[src/rtl/alu_pkg.sv]
// Shared definitions for the ALU issue/control slice: op codes, PSR bit
// positions, branch condition codes and the issue FSM state encoding.
package alu_pkg;

  localparam logic [7:0] OP_NONE = 8'h00;
  localparam logic [7:0] OP_AND  = 8'h01;
  localparam logic [7:0] OP_OR   = 8'h02;
  localparam logic [7:0] OP_XOR  = 8'h03;
  localparam logic [7:0] OP_ADD  = 8'h05;
  localparam logic [7:0] OP_SUB  = 8'h09;
  localparam logic [7:0] OP_CMP  = 8'h0B;
  localparam logic [7:0] OP_MOV  = 8'h0D;
  localparam logic [7:0] OP_LSH  = 8'h84;
  localparam logic [7:0] OP_ASHU = 8'h86;

  localparam int PSR_C = 0;
  localparam int PSR_L = 1;
  localparam int PSR_F = 2;
  localparam int PSR_Z = 3;
  localparam int PSR_N = 4;

  localparam logic [3:0] COND_EQ = 4'h0;
  localparam logic [3:0] COND_NE = 4'h1;
  localparam logic [3:0] COND_CS = 4'h2;
  localparam logic [3:0] COND_CC = 4'h3;
  localparam logic [3:0] COND_HI = 4'h4;
  localparam logic [3:0] COND_LS = 4'h5;
  localparam logic [3:0] COND_GT = 4'h6;
  localparam logic [3:0] COND_LE = 4'h7;
  localparam logic [3:0] COND_FS = 4'h8;
  localparam logic [3:0] COND_FC = 4'h9;
  localparam logic [3:0] COND_LO = 4'hA;
  localparam logic [3:0] COND_HS = 4'hB;
  localparam logic [3:0] COND_LT = 4'hC;
  localparam logic [3:0] COND_GE = 4'hD;
  localparam logic [3:0] COND_UC = 4'hE;

  typedef enum logic [1:0] {
    IDLE   = 2'd0,
    DECODE = 2'd1,
    EXEC   = 2'd2,
    WB     = 2'd3
  } state_t;

  // Which PSR bits each ALU op defines; every other bit keeps its old value.
  function automatic logic [4:0] psrMask(input logic [7:0] op);
    logic [4:0] m;
    m = 5'b00000;
    case (op)
      OP_ADD: begin
        m[PSR_C] = 1'b1;
        m[PSR_Z] = 1'b1;
        m[PSR_N] = 1'b1;
      end
      OP_SUB: begin
        m[PSR_Z] = 1'b1;
        m[PSR_N] = 1'b1;
      end
      OP_AND, OP_OR, OP_XOR, OP_LSH, OP_ASHU: m[PSR_Z] = 1'b1;
      OP_CMP: begin
        m[PSR_L] = 1'b1;
        m[PSR_F] = 1'b1;
        m[PSR_Z] = 1'b1;
        m[PSR_N] = 1'b1;
      end
      default: m = 5'b00000;
    endcase
    return m;
  endfunction

endpackage

[src/rtl/alu_issue_ctrl_cond_eval.sv]
// cond_eval: combinational branch condition evaluator, checks a 4-bit
// condition code against the current PSR.
module cond_eval
  import alu_pkg::*;
(
  input  logic [4:0] i_psr,
  input  logic [3:0] i_cond,
  output logic       o_taken
);

  logic w_c, w_l, w_f, w_z, w_n;

  assign w_c = i_psr[PSR_C];
  assign w_l = i_psr[PSR_L];
  assign w_f = i_psr[PSR_F];
  assign w_z = i_psr[PSR_Z];
  assign w_n = i_psr[PSR_N];

  always_comb begin
    o_taken = 1'b0;
    case (i_cond)
      COND_EQ: o_taken = w_z;
      COND_NE: o_taken = !w_z;
      COND_CS: o_taken = w_c;
      COND_CC: o_taken = !w_c;
      COND_HI: o_taken = w_l;
      COND_LS: o_taken = !w_l;
      COND_GT: o_taken = w_n;
      COND_LE: o_taken = !w_n;
      COND_FS: o_taken = w_f;
      COND_FC: o_taken = !w_f;
      COND_LO: o_taken = !w_l && !w_z;
      COND_HS: o_taken = w_l || w_z;
      COND_LT: o_taken = !w_n && !w_z;
      COND_GE: o_taken = w_n || w_z;
      COND_UC: o_taken = 1'b1;
      default: o_taken = 1'b0;
    endcase
  end

endmodule

[src/rtl/alu_issue_ctrl.sv]
// alu_issue_ctrl: IDLE/DECODE/EXEC/WB issue FSM feeding the ALU and owning the PSR.
// Conditional branches are decoded only when ALU_ISSUE_BRANCH_EN is defined.
module alu_issue_ctrl
  import alu_pkg::*;
#(
  parameter int DATA_W = 16
) (
  input  logic              clk,
  input  logic              reset,
  input  logic [15:0]       instr,
  input  logic              instr_valid,
  output logic              instr_ready,
  output logic [3:0]        rd_addr,
  output logic [3:0]        rs_addr,
  input  logic [DATA_W-1:0] rdest_data,
  input  logic [DATA_W-1:0] rsrc_data,
  output logic [DATA_W-1:0] alu_a,
  output logic [DATA_W-1:0] alu_b,
  output logic [7:0]        alu_op,
  input  logic [DATA_W-1:0] alu_result,
  input  logic [4:0]        alu_flags,
  output logic              wb_en,
  output logic [3:0]        wb_addr,
  output logic [DATA_W-1:0] wb_data,
  output logic [4:0]        psr,
  output logic              branch_valid,
  output logic              branch_taken,
  output logic [DATA_W-1:0] branch_disp,
  output logic              illegal
);

  state_t            r_state;
  logic [15:0]       r_instr;
  logic [3:0]        r_rdAddr, r_rsAddr;
  logic [DATA_W-1:0] r_aluA, r_aluB;
  logic [7:0]        r_aluOp;
  logic              r_wbPend, r_isMov, r_illPend;
  logic [DATA_W-1:0] r_movData;
  logic [4:0]        r_psrMask;
  logic              r_wbEn;
  logic [3:0]        r_wbAddr;
  logic [DATA_W-1:0] r_wbData;
  logic [4:0]        r_psr;
  logic              r_illegal;

  logic [3:0]        w_opHi, w_ext;
  logic [DATA_W-1:0] w_immS, w_immZ, w_shImm;
  logic [7:0]        w_aluOp;
  logic [DATA_W-1:0] w_aluA, w_aluB, w_movData;
  logic              w_isAlu, w_isMov, w_isBranch, w_illegal;

  assign w_opHi = r_instr[15:12];
  assign w_ext  = r_instr[7:4];
  assign w_immS = {{(DATA_W-8){r_instr[7]}}, r_instr[7:0]};
  assign w_immZ = {{(DATA_W-8){1'b0}}, r_instr[7:0]};
  assign w_shImm = {{(DATA_W-5){r_instr[4]}}, r_instr[4:0]};

  // Decode runs during DECODE, when the register file returns data for rd_addr/rs_addr.
  always_comb begin
    w_aluOp    = OP_NONE;
    w_aluA     = '0;
    w_aluB     = '0;
    w_movData  = '0;
    w_isAlu    = 1'b0;
    w_isBranch = 1'b0;
    case (w_opHi)
      4'h0: begin
        case (w_ext)
          4'h1, 4'h2, 4'h3, 4'h5, 4'h9, 4'hB, 4'hD: begin
            w_aluOp   = {4'h0, w_ext};
            w_aluA    = rsrc_data;
            w_aluB    = rdest_data;
            w_movData = rsrc_data;
            w_isAlu   = 1'b1;
          end
          default: w_isAlu = 1'b0;
        endcase
      end
      4'h5, 4'h9, 4'hB, 4'hD: begin
        w_aluOp   = {4'h0, w_opHi};
        w_aluA    = w_immS;
        w_aluB    = rdest_data;
        w_movData = w_immS;
        w_isAlu   = 1'b1;
      end
      4'h1, 4'h2, 4'h3: begin
        w_aluOp = {4'h0, w_opHi};
        w_aluA  = w_immZ;
        w_aluB  = rdest_data;
        w_isAlu = 1'b1;
      end
      4'h8: begin
        case (w_ext)
          4'h4, 4'h6: begin
            w_aluOp = (w_ext == 4'h4) ? OP_LSH : OP_ASHU;
            w_aluA  = rdest_data;
            w_aluB  = rsrc_data;
            w_isAlu = 1'b1;
          end
          4'h0, 4'h1, 4'h2, 4'h3: begin
            w_aluOp = w_ext[1] ? OP_ASHU : OP_LSH;
            w_aluA  = rdest_data;
            w_aluB  = w_shImm;
            w_isAlu = 1'b1;
          end
          default: w_isAlu = 1'b0;
        endcase
      end
`ifdef ALU_ISSUE_BRANCH_EN
      4'hC: w_isBranch = 1'b1;
`endif
      default: w_isAlu = 1'b0;
    endcase
  end

  assign w_isMov   = (w_aluOp == OP_MOV);
  assign w_illegal = !w_isAlu && !w_isBranch;

`ifdef ALU_ISSUE_BRANCH_EN
  logic              r_brPend, r_brValid, r_brTaken;
  logic [DATA_W-1:0] r_brDisp;
  logic              w_taken;

  cond_eval u_condEval (
    .i_psr   (r_psr),
    .i_cond  (r_instr[11:8]),
    .o_taken (w_taken)
  );

  assign branch_valid = r_brValid;
  assign branch_taken = r_brTaken;
  assign branch_disp  = r_brDisp;
`else
  assign branch_valid = 1'b0;
  assign branch_taken = 1'b0;
  assign branch_disp  = '0;
`endif

  // Issue FSM; a reset in any state drops the in-flight instruction before writeback.
  always_ff @(posedge clk or posedge reset) begin
    if (reset) begin
      r_state   <= IDLE;
      r_instr   <= '0;
      r_rdAddr  <= '0;
      r_rsAddr  <= '0;
      r_aluA    <= '0;
      r_aluB    <= '0;
      r_aluOp   <= OP_NONE;
      r_wbPend  <= 1'b0;
      r_isMov   <= 1'b0;
      r_illPend <= 1'b0;
      r_movData <= '0;
      r_psrMask <= '0;
      r_wbEn    <= 1'b0;
      r_wbAddr  <= '0;
      r_wbData  <= '0;
      r_psr     <= '0;
      r_illegal <= 1'b0;
`ifdef ALU_ISSUE_BRANCH_EN
      r_brPend  <= 1'b0;
      r_brValid <= 1'b0;
      r_brTaken <= 1'b0;
      r_brDisp  <= '0;
`endif
    end else begin
      r_wbEn    <= 1'b0;
      r_illegal <= 1'b0;
`ifdef ALU_ISSUE_BRANCH_EN
      r_brValid <= 1'b0;
`endif
      case (r_state)
        IDLE: begin
          if (instr_valid) begin
            r_instr  <= instr;
            r_rdAddr <= instr[11:8];
            r_rsAddr <= instr[3:0];
            r_state  <= DECODE;
          end
        end
        DECODE: begin
          r_aluOp   <= w_aluOp;
          r_aluA    <= w_aluA;
          r_aluB    <= w_aluB;
          r_wbPend  <= w_isAlu && (w_aluOp != OP_CMP);
          r_psrMask <= psrMask(w_aluOp);
          r_isMov   <= w_isMov;
          r_movData <= w_movData;
          r_illPend <= w_illegal;
          r_rdAddr  <= '0;
          r_rsAddr  <= '0;
`ifdef ALU_ISSUE_BRANCH_EN
          r_brPend  <= w_isBranch;
`endif
          r_state   <= EXEC;
        end
        EXEC: begin
          r_aluOp   <= OP_NONE;
          r_aluA    <= '0;
          r_aluB    <= '0;
          r_wbEn    <= r_wbPend;
          if (r_wbPend) begin
            r_wbAddr <= r_instr[11:8];
            r_wbData <= r_isMov ? r_movData : alu_result;
          end
          r_psr     <= (r_psr & ~r_psrMask) | (alu_flags & r_psrMask);
          r_illegal <= r_illPend;
`ifdef ALU_ISSUE_BRANCH_EN
          if (r_brPend) begin
            r_brValid <= 1'b1;
            r_brTaken <= w_taken;
            r_brDisp  <= w_immS;
          end
`endif
          r_state   <= WB;
        end
        WB:      r_state <= IDLE;
        default: r_state <= IDLE;
      endcase
    end
  end

  assign instr_ready = (r_state == IDLE);
  assign rd_addr     = r_rdAddr;
  assign rs_addr     = r_rsAddr;
  assign alu_a       = r_aluA;
  assign alu_b       = r_aluB;
  assign alu_op      = r_aluOp;
  assign wb_en       = r_wbEn;
  assign wb_addr     = r_wbAddr;
  assign wb_data     = r_wbData;
  assign psr         = r_psr;
  assign illegal     = r_illegal;

endmodule

[config.mk]
export PLATFORM = sky130hd
export DESIGN_NAME = alu_issue_ctrl
export DESIGN_NICKNAME = d
export VERILOG_FILES = /design/src/rtl/alu_pkg.sv /design/src/rtl/alu_issue_ctrl_cond_eval.sv /design/src/rtl/alu_issue_ctrl.sv
export SDC_FILE = /design/constraint.sdc
export NUM_CORES = 1
export LEC_CHECK = 0
export BUFFER_PORTS_ARGS = -buffer_cell sky130_fd_sc_hd__buf_4
export CAP_MARGIN = 30
export CORE_MARGIN = 1
export CORE_UTILIZATION = 47
export CTS_CLUSTER_DIAMETER = 120
export CTS_CLUSTER_SIZE = 14
export DETAILED_ROUTE_END_ITERATION = 8
export GPL_TIMING_DRIVEN = 0
export PLACE_DENSITY = 0.77
export SLEW_MARGIN = 0
export SYNTH_ARGS = -nofsm -noshare
export SYNTH_HDL_FRONTEND = slang
export SYNTH_HIERARCHICAL = 1
export SYNTH_SLANG_ARGS = --single-unit
export TNS_END_PERCENT = 5
[constraint.sdc]
create_clock -name clk -period 3.42 [get_ports clk]
set_input_delay 0.513 -clock clk [delete_from_list [all_inputs] [get_ports clk]]
set_output_delay 0.513 -clock clk [all_outputs]
set_load 0.02 [all_outputs]
Yosys cells after proc, flatten, opt, wreduce, memory -nomap -nowiden
Index checks and enable logic that the tools add are counted.

Reductions and logical operators: 19. Mux-type cells: 31. Eq/ne operators: 31. Bitwise operators: 4.

Operator list (count): 16-bit case mux with 2 select lines (4); 16-bit two-way mux (4); 16-bit case mux with 4 select lines (1); 16-bit case mux with 3 select lines (1); 8-bit case mux with 2 select lines (2); 4-bit equality test (second input constant) (7); 8-bit by 4-bit equality test with 1-bit output (second input constant) (3); 8-bit case mux with 3 select lines (1); 4-bit by 2-bit equality test with 1-bit output (second input constant) (4); 4-bit by 3-bit equality test with 1-bit output (second input constant) (4); 8-bit by 2-bit equality test with 1-bit output (second input constant) (2); 8-bit equality test (second input constant) (2); 4-bit case mux with 2 select lines (2); 7-bit OR reduction (2); 4-bit two-way mux (3); 5-bit AND (2); 4-bit by 1-bit equality test with 1-bit output (second input constant) (2); 8-bit by 1-bit equality test with 1-bit output (second input constant) (1); 8-bit by 3-bit equality test with 1-bit output (second input constant) (1); 4-bit logical NOT (2); 2-bit two-way mux (4); 8-bit by 4-bit != test with 1-bit output (second input constant) (1); 2-bit case mux with 4 select lines (1); 4-bit OR reduction (2); 16 further kinds (27).

Input port bits: 72. Output and inout port bits: 94. Register bits: 117. Logic and storage cells: 102.

Logic depth before layout (Yosys ltp)
Word-level depth: 7. Depth in mapped cells: 8. Gate-level depth less buffers: 6.

Least setup slack after synthesis
No wires, ideal clock.

Kind: reg2reg. Start point: register r_state[0]. End point: register r_aluB[15], in the netlist alu_b[15]. Stages on the path, launching flop included: 8. Slack: 1587 ps. Arrival time: 1707 ps. Cell sequence: dfrtp_1 > inv_1 > ha_1 > nor2b_1 > o211ai_1 > clkbuf_1 > nor3_1 > a221o_1.

Word-level cells in the longest chain between the ends: 2. Elaborated cells on any way between the ends: 4. Those cells by class: eq/ne: 2; mux: 1; reduce/logical: 1.

Ends and longest elaborated chain: start: declaration (RTL line alu_issue_ctrl.sv:32) `state_t r_state;`; start signal: assignment (RTL line alu_issue_ctrl.sv:142) `r_state <= IDLE;`; start signal: assignment (RTL line alu_issue_ctrl.sv:177) `r_state <= DECODE;`; start signal: assignment (RTL line alu_issue_ctrl.sv:194) `r_state <= EXEC;`; 2-bit equality test or 2-bit by 1-bit equality test with 1-bit output (tied branches) (RTL line alu_issue_ctrl.sv:171) `case (r_state)`; 16-bit case mux with 2 select lines or 2-bit nonzero test (tied branches); end signal: assignment (RTL line alu_issue_ctrl.sv:183) `r_aluB <= w_aluB;`; end: declaration (RTL line alu_issue_ctrl.sv:35) `logic [DATA_W-1:0] r_aluA, r_aluB;`.

Several ways; a longest one is shown, not always the timed one. A chain may end at the register's enable or synchronous reset.

Final worst setup path
Start point: register r_state[0]. End point: register r_wbData[6], in the netlist wb_data[6].

Word-level cells in the longest chain between the ends: 2.

Ends and longest elaborated chain: 2-bit equality test (RTL line alu_issue_ctrl.sv:171); 2-bit AND reduction (no line); end signal: assignment (RTL line alu_issue_ctrl.sv:203) `r_wbData <= r_isMov ? r_movData : alu_result;`; end: declaration (RTL line alu_issue_ctrl.sv:42) `logic [DATA_W-1:0] r_wbData;`.

No other way between the ends.

==> flow_metrics.env <==
export IMPL_status="finished clean"
export IMPL_htree_levels=4
export IMPL_clk_pin_slew_ns=0.06
export IMPL_start_util_pct=48.16
export IMPL_crit_arrival_ns=2.76
export IMPL_ys_seq_area_share_pct=51.42
export IMPL_period_share_pct=71.05
export IMPL_avgSynthCellArea_um2=10.58
export IMPL_drive_above_1_share_pct=34.59
export IMPL_cts_max_path_buffers=2
export IMPL_overflow=0
export IMPL_p_per_area_mw_per_mm2=1050
export IMPL_synthToLayoutAreaGrowth_pct=36.18
export IMPL_min_period_ns=2.430
export IMPL_tightest_slew_ns=0.8160
export IMPL_numCtsBuffers=17
export IMPL_ys_ff_latch=113
export IMPL_die_area_mm2=0.01214
export IMPL_fillers=923
export IMPL_clk_latency_ns=0.41
export IMPL_power_leakage_uw=0.003504
export IMPL_gp_congestion=0.8338
export IMPL_cts_sinks=113
export IMPL_rows=39
export IMPL_synth_cell_types=50
export IMPL_rr_startpoint="r_state[0]$_DFFE_PP0P_"
export IMPL_cp_max_fo=10
export IMPL_postRouteAntennaNets=0
export IMPL_root_buffer="clkbuf_16"
export IMPL_grt_max_degree=42
export IMPL_grt_use_total_pct=27.04
export IMPL_synth_top_family_by_area="compound AO/OA/AOI/OAI gates"
export IMPL_crit_slowest_cell="clkbuf_1"
export IMPL_final_common_cell="buf_4"
export IMPL_ir_worst_vdd_v=0.0006066
export IMPL_syn_inst=520
export IMPL_insertedDiodeCount=0
export IMPL_syn_area_mm2=0.005499
export IMPL_fp_dieW_um=110.2
export IMPL_path_common_cell="clkbuf_1"
export IMPL_r2r_end="wb_data[6]$_DFFE_PP0P_"
export IMPL_antenna_found_initial=0
export IMPL_crit_type="register to register"
export IMPL_r2r_setup_slack_ns=0.99
export IMPL_drt_iter0_markers=407
export IMPL_synth_edf_count=0
export IMPL_detailed_place_hpwl_mm=11.71
export IMPL_relSlewSlack_pct=45.49
export IMPL_timing_setup_tns_ns=0
export IMPL_cpPeakStageDelay_ns=0.53
export IMPL_async_reset_ff_share_pct=100.0
export IMPL_synthAdderAreaFrac_pct=0.6826
export IMPL_fmax_ghz=0.4115
export IMPL_endpoint_kind="register"
export IMPL_drv_slew=0
export IMPL_route_detailed_drc=0
export IMPL_yosys_area_share_simple_pct=10.26
export IMPL_grt_pass1_wl_mm=24.24
export IMPL_yosysWarnings=6
export IMPL_skew_ns=0.006876
export IMPL_place_port_buffers=143
export IMPL_synth_flop_cell="dfrtp_1"
export IMPL_synth_compound_area_share_pct=21.16
export IMPL_core_region_area_mm2=0.01142
export IMPL_routed_wl_mm=15.99
export IMPL_whs_ns=0.2537
export IMPL_routedWlPerCell_um=18.60
export IMPL_grt_pass1_vias=4622
export IMPL_path_cells="inv_1 > ha_1 > clkbuf_1 > and2_1 > clkbuf_1 > clkbuf_1 > nor2_1 > a21oi_1"
export IMPL_viasPerCell=5.594
export IMPL_cp_required_ns=3.75
export IMPL_final_cell_mix="buf_4 (164), dfrtp_1 (113), a21oi_1 (40), inv_1 (32), mux2_2 (25)"
export IMPL_synthTopCellsByArea="dfrtp_1 (51%), mux2_2 (5.1%), a221o_1 (4.4%), a21oi_1 (3.6%), mux2i_1 (2.9%)"
export IMPL_synthMuxAreaShare_pct=8.032
export IMPL_synthXorXnorAreaFrac_pct=0.1593
export IMPL_vias=4811
export IMPL_postCtsResizedCells=0
export IMPL_drt_pass1_iterations=5
export IMPL_hold_viol_final=0
export IMPL_r2r_cells=8
export IMPL_num_nets_final=779
export IMPL_tritoncts="yes"
export IMPL_synth_top_area_share_pct=51.42
export IMPL_grt_setup_unrepaired="no"
export IMPL_setup_viol=0
export IMPL_crit_path_start_kind="register"
export IMPL_hold_class="input pin to asynchronous set/reset pin"
export IMPL_dieHeight_um=110.2
export IMPL_cts_setup_buffers=0
export IMPL_synth_top_area_cell="dfrtp_1"
export IMPL_drv_cap=0
export IMPL_holdBufCountCts=0
export IMPL_ios=166
[worst max-delay path: cells and delay by family, from the launching register on]
kind / cells / cell delay (ns)
compound gates: 1 / 0.16
fa+ha+maj: 1 / 0.14
buf+inv: 4 / 1.37
flops: 1 / 0.40
simple gates: 2 / 0.27
[state kept, by name, summed over array words and instances, names as in the netlist, named ones only]
signal	flops
alu_a	16
r_movData	16
alu_op	5
wb_en	1
illegal	1
rd_addr	4
wb_data	16
wb_addr	4
r_state	2
r_isMov	1
r_psrMask	4
r_instr	16
r_illPend	1
rs_addr	4
r_wbPend	1
alu_b	16
[synthesized netlist by cell type (all sizes together), types with 10 or more instances]
cell type	n
dfrtp	113
a21oi	42
buf	38
inv	33
mux2	25
nor2	25
a221o	24
nor2b	24
clkbuf	23
a21o	17
o22ai	17
mux2i	16
nand2	16
nor3	13
nand3	10
[area by class of cell]
type	instances	area [µm²]	area share, %
multi-input combinational	332	2295	30.64
clock buffer	18	439.2	5.865
timing repair buffer	145	1114	14.87
buffer	61	324.1	4.327
tap	143	178.9	2.389
clock inverter	14	178.9	2.389
sequential	113	2828	37.76
inverter	34	131.4	1.754
[stage by stage]
step                util (%)  area, µm²  worst slack, ns  total power [µW]  instances
finish                 65.58       7488           0.9900              7861        860
global route           65.58       7488           0.8217              8297        860
CTS                    65.58       7488           0.9962              7856        860
detailed placement     60.17       6870            1.015              5981        828
global placement       59.82       6830           0.8650              5883        826
floorplan                  -       5578            1.536              4627        540
[metal layers]
layer / vias to the layer above / routed length, µm / GRT usage (%)
li1: 2218 / - / -
met1: 2387 / 7248 / 37.17
met2: 184 / 7608 / 42.72
met3: 22 / 909 / 5.644
met4: 0 / 225 / 9.023
met5: - / 0 / 0
[worst max path at each step]
| stage | start | end | slack (ns) | cells after the start |
|---|---|---|---|---|
| 6_report | r_state[0]$_DFFE_PP0P_ | wb_data[6]$_DFFE_PP0P_ | 0.99 | 8 |
| 5_1_grt | r_state[0]$_DFFE_PP0P_ | wb_data[6]$_DFFE_PP0P_ | 0.82 | 8 |
| 4_1_cts | r_state[0]$_DFFE_PP0P_ | wb_data[6]$_DFFE_PP0P_ | 1.0 | 8 |
| 3_5_place_dp | r_state[0]$_DFFE_PP0P_ | wb_data[6]$_DFFE_PP0P_ | 1.02 | 8 |
| 3_3_place_gp | reset | alu_b[13]$_DFFE_PP0P_ | 0.86 | 2 |
| 2_1_floorplan | reset | asynchronous set/reset pin | 1.54 | 1 |
[where the power goes]
group	switching [µW]	leakage (µW)	internal, µW
logic	2290	0.00178	1470
clock network	655	0.000294	1170
registers	360	0.00143	1910
[cell families (layout without fill, tap and decap cells)]
logic type	Yosys count	count (layout)
AOI/OAI and AO/OA	158	158
xor gates and xnor gates	1	1
adders and majority gates	3	3
buffers and inverters	95	272
DFF	113	113
muxes	41	41
other	1	21
and+or+nand+nor	108	108
(Power assumes the default switching activity.)
